===== config.mk =====
export PLATFORM = sky130hd
export DESIGN_NAME = i2c_arbiter
export DESIGN_NICKNAME = d
export VERILOG_FILES = /design/src/rtl/i2c_arb_pkg.sv /design/src/rtl/i2c_arbiter_rr_arbiter2.sv /design/src/rtl/i2c_arbiter.sv
export SDC_FILE = /design/constraint.sdc
export NUM_CORES = 1
export LEC_CHECK = 0
export ABC_CLOCK_PERIOD_IN_PS = 4400
export BUFFER_PORTS_ARGS = -buffer_cell sky130_fd_sc_hd__buf_2
export CAP_MARGIN = 20
export CORE_MARGIN = 2
export CORE_UTILIZATION = 35
export DETAILED_ROUTE_END_ITERATION = 6
export PLACE_DENSITY_LB_ADDON = 0.2
export SETUP_SLACK_MARGIN = 0.15
export SYNTH_ARGS = -nofsm -noshare
export SYNTH_HDL_FRONTEND = slang
export SYNTH_SLANG_ARGS = --single-unit

===== constraint.sdc =====
create_clock -name clk_400 -period 4.4 [get_ports clk_400]
set_input_delay 0.44 -clock clk_400 [delete_from_list [all_inputs] [get_ports clk_400]]
set_output_delay 0.44 -clock clk_400 [all_outputs]
set_load 0.03 [all_outputs]

===== src/rtl/i2c_arb_pkg.sv =====
// Shared types and defaults for the two-requester I2C master arbiter.
// Latency: n/a (declarations only).
// Backpressure: n/a (declarations only).
package i2c_arb_pkg;

  localparam int NUM_REQ            = 2;
  localparam int DEF_TIMEOUT_CYCLES = 4096;

  typedef enum logic [2:0] {
    ST_IDLE      = 3'd0,
    ST_GRANT     = 3'd1,
    ST_LAUNCH    = 3'd2,
    ST_WAIT_BUSY = 3'd3,
    ST_WAIT_DONE = 3'd4,
    ST_RELEASE   = 3'd5
  } arb_state_t;

  // Requester index to one-hot lane for a two-way arbiter.
  function automatic logic [NUM_REQ-1:0] idx2oh(input logic idx);
    return idx ? 2'b10 : 2'b01;
  endfunction

endpackage


===== src/rtl/i2c_arbiter_rr_arbiter2.sv =====
// Two-way round-robin pick: favours the requester not served last.
// Latency: purely combinational.
// Backpressure: none; the caller only consumes the pick while idle.
module rr_arbiter2
  import i2c_arb_pkg::*;
(
  input  logic [NUM_REQ-1:0] req,
  input  logic               last,
  output logic               pick_vld,
  output logic               pick_idx
);

  // A lone request wins outright; a tie goes to the requester not served last.
  always_comb begin
    pick_vld = |req;
    pick_idx = 1'b0;
    if (req == 2'b11) pick_idx = ~last;
    else              pick_idx = req[1];
  end

endmodule


===== src/rtl/i2c_arbiter.sv =====
// Arbitrates two requesters onto one I2C master; optional watchdog under I2C_ARB_TIMEOUT_EN.
// Latency: start pulse 2 cycles after req is sampled in idle; done 1 cycle after m_done.
// Backpressure: requesters hold req until granted; at most one transaction is in flight.
module i2c_arbiter #(
  parameter int TIMEOUT_CYCLES = i2c_arb_pkg::DEF_TIMEOUT_CYCLES,
  parameter int NUM_REQ        = i2c_arb_pkg::NUM_REQ
) (
  input  logic                    clk_400,
  input  logic                    rst,
  input  logic [NUM_REQ-1:0]      req,
  input  logic [NUM_REQ-1:0]      req_rw,
  input  logic [NUM_REQ-1:0][6:0] req_addr,
  input  logic [NUM_REQ-1:0][7:0] req_wdata,
  input  logic [NUM_REQ-1:0]      req_more,
  output logic [NUM_REQ-1:0]      gnt,
  output logic [NUM_REQ-1:0]      done,
  output logic [NUM_REQ-1:0]      err,
  output logic [7:0]              rdata,
  output logic                    m_rw,
  output logic                    m_start_txn,
  output logic                    m_next_byte,
  output logic [6:0]              m_sub_addr,
  output logic [7:0]              m_data_in,
  input  logic                    m_busy,
  input  logic                    m_done,
  input  logic                    m_ack_error,
  input  logic [7:0]              m_data_out
);

  i2c_arb_pkg::arb_state_t state_q, state_d;

  logic owner_q;     // requester owning the master
  logic last_q;      // requester served most recently
  logic pick_vld;
  logic pick_idx;
  logic in_wait;     // master transaction is in progress
  logic cap_vld;     // master finished this cycle
  logic to_hit;      // watchdog expired this cycle

  rr_arbiter2 u_rr (
    .req      (req),
    .last     (last_q),
    .pick_vld (pick_vld),
    .pick_idx (pick_idx)
  );

  assign in_wait = (state_q == i2c_arb_pkg::ST_WAIT_BUSY) ||
                   (state_q == i2c_arb_pkg::ST_WAIT_DONE);
  assign cap_vld = in_wait && m_done;

`ifdef I2C_ARB_TIMEOUT_EN
  localparam int TO_W = (TIMEOUT_CYCLES > 2) ? $clog2(TIMEOUT_CYCLES) : 1;

  logic [TO_W-1:0] to_cnt_q;

  // Watchdog counts from the start pulse; cleared while granting.
  always_ff @(posedge clk_400 or posedge rst) begin
    if (rst) begin
      to_cnt_q <= '0;
    end else if (state_q == i2c_arb_pkg::ST_GRANT) begin
      to_cnt_q <= '0;
    end else if (in_wait || (state_q == i2c_arb_pkg::ST_LAUNCH)) begin
      to_cnt_q <= to_cnt_q + TO_W'(1);
    end
  end

  assign to_hit = in_wait && (to_cnt_q == TO_W'(TIMEOUT_CYCLES - 1));
`else
  assign to_hit = 1'b0;
`endif

  // Next-state decode; a real m_done always takes precedence over the watchdog.
  always_comb begin
    state_d = state_q;
    unique case (state_q)
      i2c_arb_pkg::ST_IDLE:      if (pick_vld) state_d = i2c_arb_pkg::ST_GRANT;
      i2c_arb_pkg::ST_GRANT:     state_d = i2c_arb_pkg::ST_LAUNCH;
      i2c_arb_pkg::ST_LAUNCH:    state_d = i2c_arb_pkg::ST_WAIT_BUSY;
      i2c_arb_pkg::ST_WAIT_BUSY: begin
        if (m_done || to_hit) state_d = i2c_arb_pkg::ST_RELEASE;
        else if (m_busy)      state_d = i2c_arb_pkg::ST_WAIT_DONE;
      end
      i2c_arb_pkg::ST_WAIT_DONE: if (m_done || to_hit) state_d = i2c_arb_pkg::ST_RELEASE;
      i2c_arb_pkg::ST_RELEASE:   state_d = i2c_arb_pkg::ST_IDLE;
      default:                   state_d = i2c_arb_pkg::ST_IDLE;
    endcase
  end

  // State, ownership, grant and the one-cycle start pulse.
  always_ff @(posedge clk_400 or posedge rst) begin
    if (rst) begin
      state_q     <= i2c_arb_pkg::ST_IDLE;
      owner_q     <= 1'b0;
      last_q      <= 1'b1;
      gnt         <= '0;
      m_start_txn <= 1'b0;
    end else begin
      state_q     <= state_d;
      m_start_txn <= (state_q == i2c_arb_pkg::ST_GRANT);
      if (state_q == i2c_arb_pkg::ST_IDLE && pick_vld) begin
        owner_q <= pick_idx;
        gnt     <= i2c_arb_pkg::idx2oh(pick_idx);
      end
      if (in_wait && state_d == i2c_arb_pkg::ST_RELEASE) gnt <= '0;
      if (state_q == i2c_arb_pkg::ST_RELEASE) last_q <= owner_q;
    end
  end

  // Master operands are snapshotted once and then ignore requester changes.
  always_ff @(posedge clk_400 or posedge rst) begin
    if (rst) begin
      m_rw        <= 1'b0;
      m_next_byte <= 1'b0;
      m_sub_addr  <= '0;
      m_data_in   <= '0;
    end else if (state_q == i2c_arb_pkg::ST_GRANT) begin
      m_rw        <= req_rw[owner_q];
      m_next_byte <= req_more[owner_q];
      m_sub_addr  <= req_addr[owner_q];
      m_data_in   <= req_wdata[owner_q];
    end
  end

  // Completion status to the owner; rdata only moves on a finished read.
  always_ff @(posedge clk_400 or posedge rst) begin
    if (rst) begin
      done  <= '0;
      err   <= '0;
      rdata <= '0;
    end else begin
      done <= '0;
      err  <= '0;
      if (cap_vld) begin
        done <= i2c_arb_pkg::idx2oh(owner_q);
        err  <= m_ack_error ? i2c_arb_pkg::idx2oh(owner_q) : '0;
        if (m_rw) rdata <= m_data_out;
      end else if (to_hit) begin
        done <= i2c_arb_pkg::idx2oh(owner_q);
        err  <= i2c_arb_pkg::idx2oh(owner_q);
      end
    end
  end

endmodule

After elaboration in Yosys (flattened, before gate mapping)
Index checks and enable logic that the tools add are counted.
Operators by class
  div/mod/pow operators: 0
  bitwise logic cells: 1
  multiplexer cells: 21
  $add $sub $neg: 0
  equality and inequality tests: 7
  multipliers: 0
  shift operators: 0
  $lt $le $gt $ge: 1
  reductions and logical operators: 8
Operator list (count)
  $mux W8: 2
  $pmux W3 S5: 1
  $mux W2: 7
  $mux W7: 2
  $mux W3: 4
  $eq A3 B3 Y1 const B: 3
  $eq A3 B2 Y1 const B: 2
  $mux W1: 5
  $eq A3 B1 Y1 const B: 1
  $logic_and A1 B1 Y1: 3
  $logic_not A3 Y1: 1
  $eq A2 B2 Y1 const B: 1
  $lt A1 B2 Y1 const B: 1
  $reduce_and A2 Y1: 1
  $reduce_bool A2 Y1: 1
  $reduce_or A2 Y1: 1
  $logic_or A1 B1 Y1: 1
  $not A1 Y1: 1
Storage, ports and cells
  ROM bits: 0
  RAM bits: 0
  bits in latches: 0
  input bits: 49
  output and inout bits: 32
  register bits: 37
  memories kept: 0

Depth between registers and ports, before layout
Gate-level depths: netlist (run 1).
  depth after elaboration: 6
  gate-level depth with buffers: 5
  gate-level depth less buffers: 3

By module
A second synthesis (run 1) with hierarchy kept.
Unflattened totals
  cells, all modules: 172
  area total of the unflattened synthesis: 1901.8 sq um
By module, submodules not included
  i2c_arbiter: area each 1888.1 sq um, times used 1, cells each 170
  rr_arbiter2: area each 13.8 sq um, times used 1, cells each 2

Least setup slack after synthesis (run 1)
OpenSTA, ideal clock, no wires.
  kind: register to register
  from: register state_q[0]
  to: register rdata[0]
  arrival time: 1.369 ns
  slack: 2.906 ns
  path buffers: 0
  clock period less this slack: 1.494 ns
  stages on the path, launching flop included: 4
  setup time: 0.125 ns
  required time: 4.275 ns
  path through: dfrtp_1 -> or3b_4 -> a21oi_4 -> mux2_2
Between the ends
  longest elaborated chain between the ends: 4
  elaborated cells on any way between the ends: 5
  classes of those cells: eq/ne (2); reduce/logical (3)
Ends and longest elaborated chain
  start, declared: RTL line i2c_arbiter.sv:30  | i2c_arb_pkg::arb_state_t state_q, state_d;
  start signal, assigned: RTL line i2c_arbiter.sv:92  | state_q <= i2c_arb_pkg::ST_IDLE;
  start signal, assigned: RTL line i2c_arbiter.sv:98  | state_q <= state_d;
  $eq A3 B2 Y1 / $eq A3 B3 Y1 (equally long branches): RTL line i2c_arbiter.sv:47, i2c_arbiter.sv:48
  $logic_or A1 B1 Y1 *: RTL line i2c_arbiter.sv:47  | assign in_wait = (state_q == i2c_arb_pkg::ST_WAIT_BUSY) ||
  $logic_and A1 B1 Y1 *: RTL line i2c_arbiter.sv:49  | assign cap_vld = in_wait && m_done;
  $reduce_and A2 Y1 (no source line) *
  end signal, assigned: RTL line i2c_arbiter.sv:136  | if (m_rw) rdata <= m_data_out;
  end, declared: RTL line i2c_arbiter.sv:18  | output logic [7:0] rdata,
Every way passes the cells marked *; elsewhere a longest branch is shown, timed or not.
A chain may end at the register's enable or synchronous reset.

Final worst setup path (run 1)
  from: register state_q[2]
  to: register rdata[2]
Same word-level chain as after synthesis.

==> results of run 1 <==
## logic make-up (layout without fill, tap and decap cells)
kind of cell	Yosys count	in the layout	synth area share (%)
buffers and inverters	11	92	3.17
AOI/OAI and AO/OA	28	28	10.8
and+or+nand+nor	37	37	11.9
DFF	37	37	57.3
muxes	26	26	16.8
## registers in the layout, indices dropped and copies added, names as in the netlist, 2 cells and up
| signal | cells |
|---|---|
| done | 2 |
| m_data_in | 8 |
| m_sub_addr | 7 |
| rdata | 8 |
| state_q | 3 |
| err | 2 |
| gnt | 2 |
## per-layer routing
metal | global-route usage [%] | part of all wire [%] | vias to the layer above
met4 | 3.77 | 0.97 | 0
met5 | 0 | 0 | -
met1 | 17.3 | 43 | 606
met2 | 23.4 | 51 | 36
met3 | 5.28 | 5.5 | 4
li1 | - | - | 650
## how the worst max path moves through the flow
stage,endpoint,cells past startpoint,from
final,rdata[2],3,state_q[2]
after global routing,rdata[1],3,state_q[2]
after global placement,m_sub_addr[3],2,state_q[0]
after CTS,m_data_in[5],2,state_q[0]
after floorplan,rdata[0],3,state_q[0]
after detailed placement,m_data_in[5],2,state_q[0]
## layout by cell type (no fill, tap or decap), types with 2 or more instances in the layout
cell type,n
nand2_1,4
inv_1,2
dfrtp_1,36
o41ai_1,2
mux2_2,9
buf_2,80
clkbuf_1,3
nor2_1,20
clkbuf_8,5
a21oi_1,19
nand3b_1,3
mux2i_1,17
## worst max-delay path: cells and delay by family (launching register included)
kind | cells | cell delay [ns]
flops | 1 | 0.56
simple gates | 1 | 0.46
mux | 1 | 0.37
compound gates | 1 | 0.30
## where the power goes
part           internal (uW)  switching (uW)  total, uW
Clock                    112             110        222
Combinational            310             494        805
Sequential               499             147        646
## final cells by class
type | count | area (sq um)
clock buffer | 8 | 80.1
timing repair buffer | 82 | 423
fill | 404 | 2270
tap | 52 | 65.1
inverter | 2 | 7.51
sequential | 37 | 927
multi-input combinational | 91 | 639
## through the flow
step,std cells,util [%]
CTS,271,48.2
global route,272,48.5
detailed placement,263,46.4
global placement,263,46.4
floorplan,139,-
finish,272,48.5
==> flow_metrics.py, run 1 <==
metrics = {
    "sta": {
        "worst_slew_pin_slew_ns": 1.05,
        "post-route-period-util_pct": 41.1,
        "clock_skew_ns": 0.00740,
        "final_max_slew_viol_count": 0,
        "setup_ws_ns": 2.59,
        "setup_viol": 0,
        "slew_headroom_pct": 30.1,
        "period_needed_ns": 1.81,
        "holdWs_ns": 0.252,
        "hold_viol": 0,
        "grt_setup_unrepaired": "no",
        "setup_tns_ns": 0,
        "fmax_mhz": 553,
    },
    "detailed_routing": {
        "route.detailed.drc": 0,
        "wirelength_mm": 3.40,
        "route.vias.total": 1296,
        "wl_per_cell_microns": 12.5,
        "ant_nets": 0,
        "dr.pass1.iters": 4,
        "viasPerCell": 4.76,
        "drt_iter0_markers": 74,
    },
    "cts": {
        "numCtsBuffers": 5,
        "insertion_delay_ns": 0.28,
        "cts_resized": 0,
        "h-tree-depth": 2,
        "root_buffer": "clkbuf_8",
        "clock_tree.buffer_depth": 2,
        "clk_pin_slew_ns": 0.07,
        "cts_tree": "done",
        "cts_setup_buffers": 0,
        "cts_hold_buf": 0,
        "cts_sinks": 37,
    },
    "finish": {
        "syn_to_final_growth_pct": 32.4,
        "drive_gt1_share_pct": 45.9,
        "fin_area_sq_mm": 0.00214,
        "antennaDiodeCount": 0,
        "final_nets": 268,
    },
    "run_status": {
        "status": "complete, no violations",
    },
    "die": {
        "dieArea_sq_mm": 0.00518,
        "die_w_microns": 72.0,
        "std_cell_rows": 24,
        "io_pins": 81,
        "die_h_microns": 72.0,
        "core_area_sq_mm": 0.00441,
        "initial_core_util_pct": 36.6,
    },
    "power": {
        "power_density_mw_per_mm2": 781,
        "total_power_uw": 1670,
        "ir_drop_mv": 0.315,
        "p_leak_uw": 0.00107,
    },
    "place": {
        "place_area_sq_mm": 0.00205,
        "gp_congestion": 0.700,
        "hpwlAfterDp_mm": 2.44,
        "portBuffers": 80,
        "dp_slack_ns": 2.52,
    },
    "critical_path": {
        "slowest_stage": "dfrtp_1",
        "path_max_fanout": 11,
        "critPathRequiredTime_ns": 4.57,
        "setup.worst_path.class": "flip-flop to flip-flop",
        "arrival_ns": 1.98,
        "cp-start-kind": "flip-flop",
        "worstPathCellList": "or3b_4, a21oi_4, mux2_2",
        "cp-end-kind": "flip-flop",
        "cpPeakStageDelay_ns": 0.56,
        "r2r-start": "state_q[2]",
        "r2r_end": "rdata[2]",
        "worstRegToRegCells": 3,
        "reg2reg_slack_ns": 2.59,
    },
    "yosys": {
        "synth_area_leader_cell": "dfrtp_1",
        "synth_cell_type_count": 29,
        "synth_flop_cell": "dfrtp_1",
        "synth_edf_count": 0,
        "synth_seq_area_share_pct": 57.3,
        "synth_commonest_cells": "dfrtp_1 (36), nor2_1 (20), a21oi_1 (19)",
        "synth_top_area_share_pct": 55.7,
        "postSynthCellCount": 139,
        "async_flop_share_pct": 100,
        "synth_top_cells_by_area": "dfrtp_1 (56%), mux2i_1 (11%), mux2_2 (6.3%)",
        "ys_ff_latch": 37,
        "syn_nets": 188,
        "yosysMostFrequentCell": "dfrtp_1",
        "synth_area_sq_mm": 0.00162,
        "yosysWarnings": 0,
        "avgSynthCellArea_sq_um": 11.6,
    },
    "global_route": {
        "grt_max_degree": 38,
        "gr-usage-all-layers_pct": 14.1,
        "first_global_vias": 1211,
        "grt_pass1_wl_mm": 5.60,
        "grt-ovfl-total": 0,
        "antenna_found_initial": 0,
    },
    "worst_hold_path": {
        "hp-class": "primary input to asynchronous set/reset pin",
    },
    "flow_run": {
        "maxCapViolCount": 0,
    },
}
No activity file was read; power rests on OpenSTA's default activity.
==> run 2, diff against run 1 <==
--- a/config.mk
+++ b/config.mk
@@ -5,7 +5,8 @@
 export SDC_FILE = /design/constraint.sdc
 export NUM_CORES = 1
 export LEC_CHECK = 0
-export ABC_CLOCK_PERIOD_IN_PS = 4400
+export ABC_AREA = 1
+export ABC_CLOCK_PERIOD_IN_PS = 1700
 export BUFFER_PORTS_ARGS = -buffer_cell sky130_fd_sc_hd__buf_2
 export CAP_MARGIN = 20
 export CORE_MARGIN = 2
==> constraint.sdc (replaced) <==
create_clock -name clk_400 -period 1.7 [get_ports clk_400]
set_input_delay 0.17 -clock clk_400 [delete_from_list [all_inputs] [get_ports clk_400]]
set_output_delay 0.17 -clock clk_400 [all_outputs]
set_load 0.03 [all_outputs]
==> run 2 against run 1 <==
Net effect:
- synthesized cell count up 57%
- clock skew about the same
- die area up 12%
- sequential power up 140%
- core utilization down 1.7 points
- global-route usage up 1.4 points
- synthesized area up 13%
- flip-flop and latch count unchanged
- combinational power rose to 3.0 times the previous value
- critical path type unchanged
- final cell count up 37%
- sequential share of layout area down 4.3 points
==> flow_metrics.py, run 2 <==
metrics = {
    "run_status": {
        "status": "complete, no violations",
    },
    "cts": {
        "root_buffer": "clkbuf_8",
        "clock_tree.buffer_depth": 2,
        "insertion_delay_ns": 0.28,
        "h-tree-depth": 2,
        "clk_pin_slew_ns": 0.07,
        "cts_tree": "done",
        "cts_setup_buffers": 0,
        "numCtsBuffers": 5,
        "cts_sinks": 37,
    },
    "critical_path": {
        "crit_family": "simple AND/OR/NAND/NOR gates",
        "cp-end-kind": "flip-flop",
        "worstPathCellList": "nor2_1, nand2_2, nand2_4, nand3_4, nand2_1, nand2_1",
        "cp-start-kind": "flip-flop",
        "path_max_fanout": 10,
        "setup.worst_path.class": "flip-flop to flip-flop",
        "critPathRequiredTime_ns": 1.88,
        "slowest_stage": "dfrtp_1",
        "cpPeakStageDelay_ns": 0.47,
        "cp_num_buf_inv": 0,
        "crit_top_cell": "nand2_1",
        "arrival_ns": 1.55,
    },
    "global_route": {
        "first_global_vias": 1586,
        "grt_pass1_wl_mm": 7.20,
        "gr-usage-all-layers_pct": 15.5,
        "grt_max_degree": 38,
        "antenna_found_initial": 0,
        "grt-ovfl-total": 0,
    },
    "detailed_routing": {
        "route.detailed.drc": 0,
        "dr.pass1.iters": 4,
        "route.vias.total": 1620,
        "ant_nets": 0,
        "drt_iter0_markers": 33,
        "wirelength_mm": 4.13,
        "wl_per_cell_microns": 11.1,
        "viasPerCell": 4.34,
    },
    "sta": {
        "period_needed_ns": 1.37,
        "grt_setup_unrepaired": "no",
        "slew_headroom_pct": 68.6,
        "final_max_slew_viol_count": 0,
        "fmax_mhz": 728,
        "setup_tns_ns": 0,
        "holdWs_ns": 0.139,
        "clock_skew_ns": 0.00723,
        "hold_viol": 0,
        "worst_slew_pin_slew_ns": 0.471,
        "setup_viol": 0,
        "post-route-period-util_pct": 80.8,
    },
    "die": {
        "dieArea_sq_mm": 0.00579,
        "die_h_microns": 76.1,
        "core_area_sq_mm": 0.00507,
        "io_pins": 81,
        "initial_core_util_pct": 35.9,
        "std_cell_rows": 26,
        "die_w_microns": 76.1,
    },
    "yosys": {
        "synth_area_leader_cell": "dfrtp_1",
        "synth_cell_type_count": 21,
        "yosysMostFrequentCell": "nand2_1",
        "synth_top_cells_by_area": "dfrtp_1 (49%), nand2_1 (17%), o21ai_2 (5.8%)",
        "avgSynthCellArea_sq_um": 8.35,
        "synth_seq_area_share_pct": 50.9,
        "synth_top_area_share_pct": 49.5,
        "postSynthCellCount": 218,
        "synth_commonest_cells": "nand2_1 (84), dfrtp_1 (36), inv_1 (25)",
        "yosysWarnings": 0,
        "ys_ff_latch": 37,
        "synth_area_sq_mm": 0.00182,
        "async_flop_share_pct": 100,
        "synth_edf_count": 0,
        "syn_nets": 267,
        "synth_flop_cell": "dfrtp_1",
    },
    "flow_run": {
        "maxCapViolCount": 0,
    },
    "place": {
        "hpwlAfterDp_mm": 3.12,
        "post-place-cells": 364,
        "gp_congestion": 0.738,
        "portBuffers": 80,
    },
    "finish": {
        "syn_to_final_growth_pct": 30.6,
        "final_common_cell": "nand2_1",
        "final_nets": 351,
        "final_cell_mix": "nand2_1 (84), buf_2 (80), dfrtp_1 (36)",
        "layoutNonFillerInstCount": 373,
        "drive_gt1_share_pct": 41.3,
        "reg.largest.list": "m_data_in (8), rdata (8), m_sub_addr (7)",
        "antennaDiodeCount": 0,
    },
    "worst_hold_path": {
        "hp-class": "primary input to flip-flop",
    },
    "power": {
        "ir_drop_mv": 0.900,
        "p_leak_uw": 0.00137,
        "power_density_mw_per_mm2": 1910,
    },
}
-- run 2: changes by cell type after synthesis, sizes merged, moves of 12 or more --
cell,before,now
a21oi,20,1
nor2,20,8
o21ai,1,21
mux2i,17,0
inv,2,27
nand2,4,97
-- run 2: worst paths after layout --
path | startpoint | to | slack [ns] | cells past startpoint
hold / removal | m_data_out[7] | rdata[7] | 0.14 | 3
setup reg to reg | state_q[1] | rdata[3] | 0.33 | 6
min in group asynchronous | rst | rdata[7] | 0.54 | 4
hold reg to reg | rdata[4] | rdata[4] | 0.48 | 2
setup / recovery | state_q[1] | rdata[3] | 0.33 | 6
max in group asynchronous | rst | last_q | 0.80 | 4
-- run 2: layer usage --
layer,GRT usage [%],part of all wire (%)
met1,19.1,45
met2,26.2,49
met3,4.50,4.4
met4,4.91,1.3
met5,0,0
-- run 2: report_power, final --
part / switching (uW) / total, uW / leakage [uW] / internal, uW
Clock: 307 / 592 / 0.0000450 / 284
Sequential: 259 / 1530 / 0.000464 / 1280
Combinational: 1670 / 2420 / 0.000857 / 750
-- run 2: cell families after synthesis --
logic type | after synthesis | synth area share [%]
AO/OA/AOI/OAI | 22 | 8.52
buffers and inverters | 36 | 8.93
AND/OR/NAND/NOR | 123 | 31.6
flip-flops | 37 | 50.9
-- run 2: area by class of cell --
class                           instances  area [sq um]
Timing Repair Buffer                   86           448
Inverter                               27           101
Clock inverter                          2          10.0
Fill cell                             528          2700
Sequential cell                        37           927
Clock buffer                            6          72.6
Multi-Input combinational cell        145           731
Tap cell                               70          87.6
-- run 2: stage by stage --
stage                     setup slack, ns  instance area [sq um]  total power [uW]  utilization (%)
after detailed placement            0.341                   2280              4010             45.0
after global routing                0.187                   2380              4920             46.8
after floorplan                     0.491                   1820              3400                -
after CTS                           0.315                   2380              4620             46.8
after global placement              0.393                   2280              3960             45.0
final                               0.326                   2380              4540             46.8
-- run 2: tightest hold or removal path, delay by kind of cell --
family        cells  cell delay (ns)
simple gates      2             0.14
buf+inv           1             0.07
-- run 2: timing repair --
action / in CTS / in global routing
hold endpoints to repair: 1 / 0
hold buffers: 1 / 0
endpoints found under the setup margin: 0 / 0
resized for setup: 0 / 0
==> run 3, diff against run 2 <==
--- a/config.mk
+++ b/config.mk
@@ -6,7 +6,7 @@
 export NUM_CORES = 1
 export LEC_CHECK = 0
 export ABC_AREA = 1
-export ABC_CLOCK_PERIOD_IN_PS = 1700
+export ABC_CLOCK_PERIOD_IN_PS = 1160
 export BUFFER_PORTS_ARGS = -buffer_cell sky130_fd_sc_hd__buf_2
 export CAP_MARGIN = 20
 export CORE_MARGIN = 2
==> constraint.sdc (replaced) <==
create_clock -name clk_400 -period 1.16 [get_ports clk_400]
set_input_delay 0.116 -clock clk_400 [delete_from_list [all_inputs] [get_ports clk_400]]
set_output_delay 0.116 -clock clk_400 [all_outputs]
set_load 0.03 [all_outputs]
==> run 3 against run 2 <==
Net effect:
- the run now ends with setup timing left
- clock-buffer cell count unchanged
- sequential power increased by 46%
- clock power increased by 96%
- design area increased by 17%
- critical path depth decreased by 2
- non-clock buffer count increased by 20
- largest cell class unchanged
==> flow_metrics.py, run 3 (same netlist as run 2, synthesis figures left out) <==
metrics = {
    "cts": {
        "h-tree-depth": 2,
        "root_buffer": "clkbuf_8",
        "clock_tree.buffer_depth": 2,
        "clk_pin_slew_ns": 0.07,
        "cts_sinks": 37,
        "cts_tree": "done",
        "numCtsBuffers": 5,
        "insertion_delay_ns": 0.29,
    },
    "global_route": {
        "grt-ovfl-total": 0,
        "first_global_vias": 1605,
        "gr-usage-all-layers_pct": 15.7,
        "grt_pass1_wl_mm": 7.29,
        "antenna_found_initial": 0,
        "grt_max_degree": 38,
    },
    "sta": {
        "worst_slew_pin_slew_ns": 0.263,
        "clock_skew_ns": 0.00806,
        "slew_headroom_pct": 82.5,
        "setup_viol": 1,
        "setup_ws_ns": -0.0000990,
        "grt_setup_unrepaired": "yes",
        "hold_viol": 0,
        "period_needed_ns": 1.16,
        "fmax_mhz": 862,
        "post-route-period-util_pct": 100,
        "final_max_slew_viol_count": 0,
    },
    "worst_hold_path": {
        "hp-class": "primary input to flip-flop",
    },
    "die": {
        "initial_core_util_pct": 35.9,
        "die_w_microns": 76.1,
        "dieArea_sq_mm": 0.00579,
        "io_pins": 81,
        "core_area_sq_mm": 0.00507,
        "die_h_microns": 76.1,
        "std_cell_rows": 26,
    },
    "detailed_routing": {
        "ant_nets": 0,
        "wl_per_cell_microns": 11.1,
        "dr.pass1.iters": 4,
        "viasPerCell": 4.33,
        "drt_iter0_markers": 58,
        "route.detailed.drc": 0,
        "route.vias.total": 1703,
        "wirelength_mm": 4.37,
    },
    "finish": {
        "fin_area_sq_mm": 0.00279,
        "regArea_sq_um": 932,
        "finish.utilization_pct": 54.9,
        "n_fill_cell": 483,
        "final_common_cell": "nand2_1",
        "reg.largest.list": "m_data_in (8), rdata (8), m_sub_addr (7)",
        "drive_gt1_share_pct": 51.7,
        "syn_to_final_growth_pct": 53.0,
        "multiInputGateArea_sq_um": 798,
        "antennaDiodeCount": 0,
        "final_cell_mix": "nand2_1 (75), buf_2 (70), dfrtp_1 (32)",
        "final_nets": 371,
    },
    "run_status": {
        "status": "finished, violations left",
        "violations": "setup timing",
    },
    "place": {
        "place_area_sq_mm": 0.00237,
        "hpwlAfterDp_mm": 2.94,
        "portBuffers": 80,
        "gp_congestion": 0.740,
    },
    "critical_path": {
        "setup.worst_path.class": "flip-flop to flip-flop",
        "critPathLaunch": "state_q[1]",
        "worstPathCellList": "nor3_4, buf_6, clkbuf_16, o21ai_2",
        "path_max_fanout": 6,
        "r2r-start": "state_q[1]",
        "arrival_ns": 1.34,
        "cpPeakStageDelay_ns": 0.45,
        "critPathRequiredTime_ns": 1.34,
        "cp-start-kind": "flip-flop",
        "cp-end-kind": "flip-flop",
        "endpoint": "m_data_in[4]",
        "reg2reg_slack_ns": -0.0001,
        "slowest_stage": "dfrtp_2",
        "r2r_end": "m_data_in[4]",
        "worstRegToRegCells": 4,
    },
    "flow_run": {
        "maxCapViolCount": 0,
    },
    "power": {
        "swShare_pct": 44.0,
        "clock_power_share_pct": 14.0,
        "ir_drop_mv": 1.42,
        "p_switching_uw": 3640,
        "total_power_uw": 8270,
        "power_density_mw_per_mm2": 2970,
        "internal_power_uw": 4630,
        "p_leak_uw": 0.00153,
        "combPwrFrac_pct": 58.9,
        "power_frac_seq_pct": 27.1,
    },
}
==> run 3: cell count changes in the layout (fill, tap and decap cells not counted), sizes merged <==
cell      previous run  this run
clkinv               2         0
bufinv               0         1
clkinvlp             0         1
buf                 85       102
clkbuf               6         9
==> run 3: metrics by stage <==
step	worst slack, ns	setup TNS, ns	hold WS, ns	cells
after floorplan	0.00991	0	0.266	218
after global placement	-0.0000664	-0.0000664	0.180	370
after detailed placement	-0.0103	-0.0268	0.185	370
after CTS	0.00304	0	0.0678	385
after global routing	-0.0701	-0.970	0.0708	393
final	-0.0000990	-0.0000990	0.0768	393
==> run 3: layout make-up <==
cell class / instances / area share, %
tap: 70 / 3.14
sequential: 37 / 33.5
multi-input combinational: 145 / 28.7
inverter: 27 / 3.64
clock buffer: 6 / 2.96
clock inverter: 2 / 1.35
timing repair buffer: 106 / 26.8
==> run 3: worst min-delay path by stage <==
stage | start | endpoint | slack [ns] | cells past startpoint
after detailed placement | rst | rdata[1] | 0.18 | 3
after global placement | rst | rdata[3] | 0.18 | 3
after floorplan | m_data_out[7] | rdata[7] | 0.27 | 2
after CTS | m_data_out[3] | rdata[3] | 0.07 | 3
after global routing | m_data_out[6] | rdata[6] | 0.07 | 3
final | m_data_out[3] | rdata[3] | 0.08 | 3
==> run 3: power groups by stage <==
stage / sequential, uW / combinational (uW) / clock, uW
after floorplan: 3150 / 1840 / 0
after global placement: 2250 / 3840 / 0
after detailed placement: 2260 / 3880 / 0
after CTS: 2260 / 4380 / 1200
after global routing: 2330 / 5260 / 1250
final: 2240 / 4870 / 1160
==> run 3: critical path, delay by kind of cell (launching register included) <==
family | cells | cell delay, ns
AO/OA/AOI/OAI | 1 | 0.05
buffers and inverters | 2 | 0.34
flip-flops | 1 | 0.45
AND/OR/NAND/NOR | 1 | 0.21
==> run 3: per-layer routing <==
metal,GRT usage (%),up-vias,wire [microns]
met2,26.7,34,2190
li1,-,887,-
met3,3.91,7,160
met4,5.45,0,53
met5,0,-,0
met1,19.6,775,1970
==> run 3: repair_timing <==
action | in CTS | in global routing
gates resized for setup | 16 | 37
endpoints found under the setup margin | 35 | 46
cloned | 2 | 1
pin swaps | 2 | 7
hold endpoints to repair | 36 | 0
hold buffers | 1 | 0
setup buffers | 4 | 7
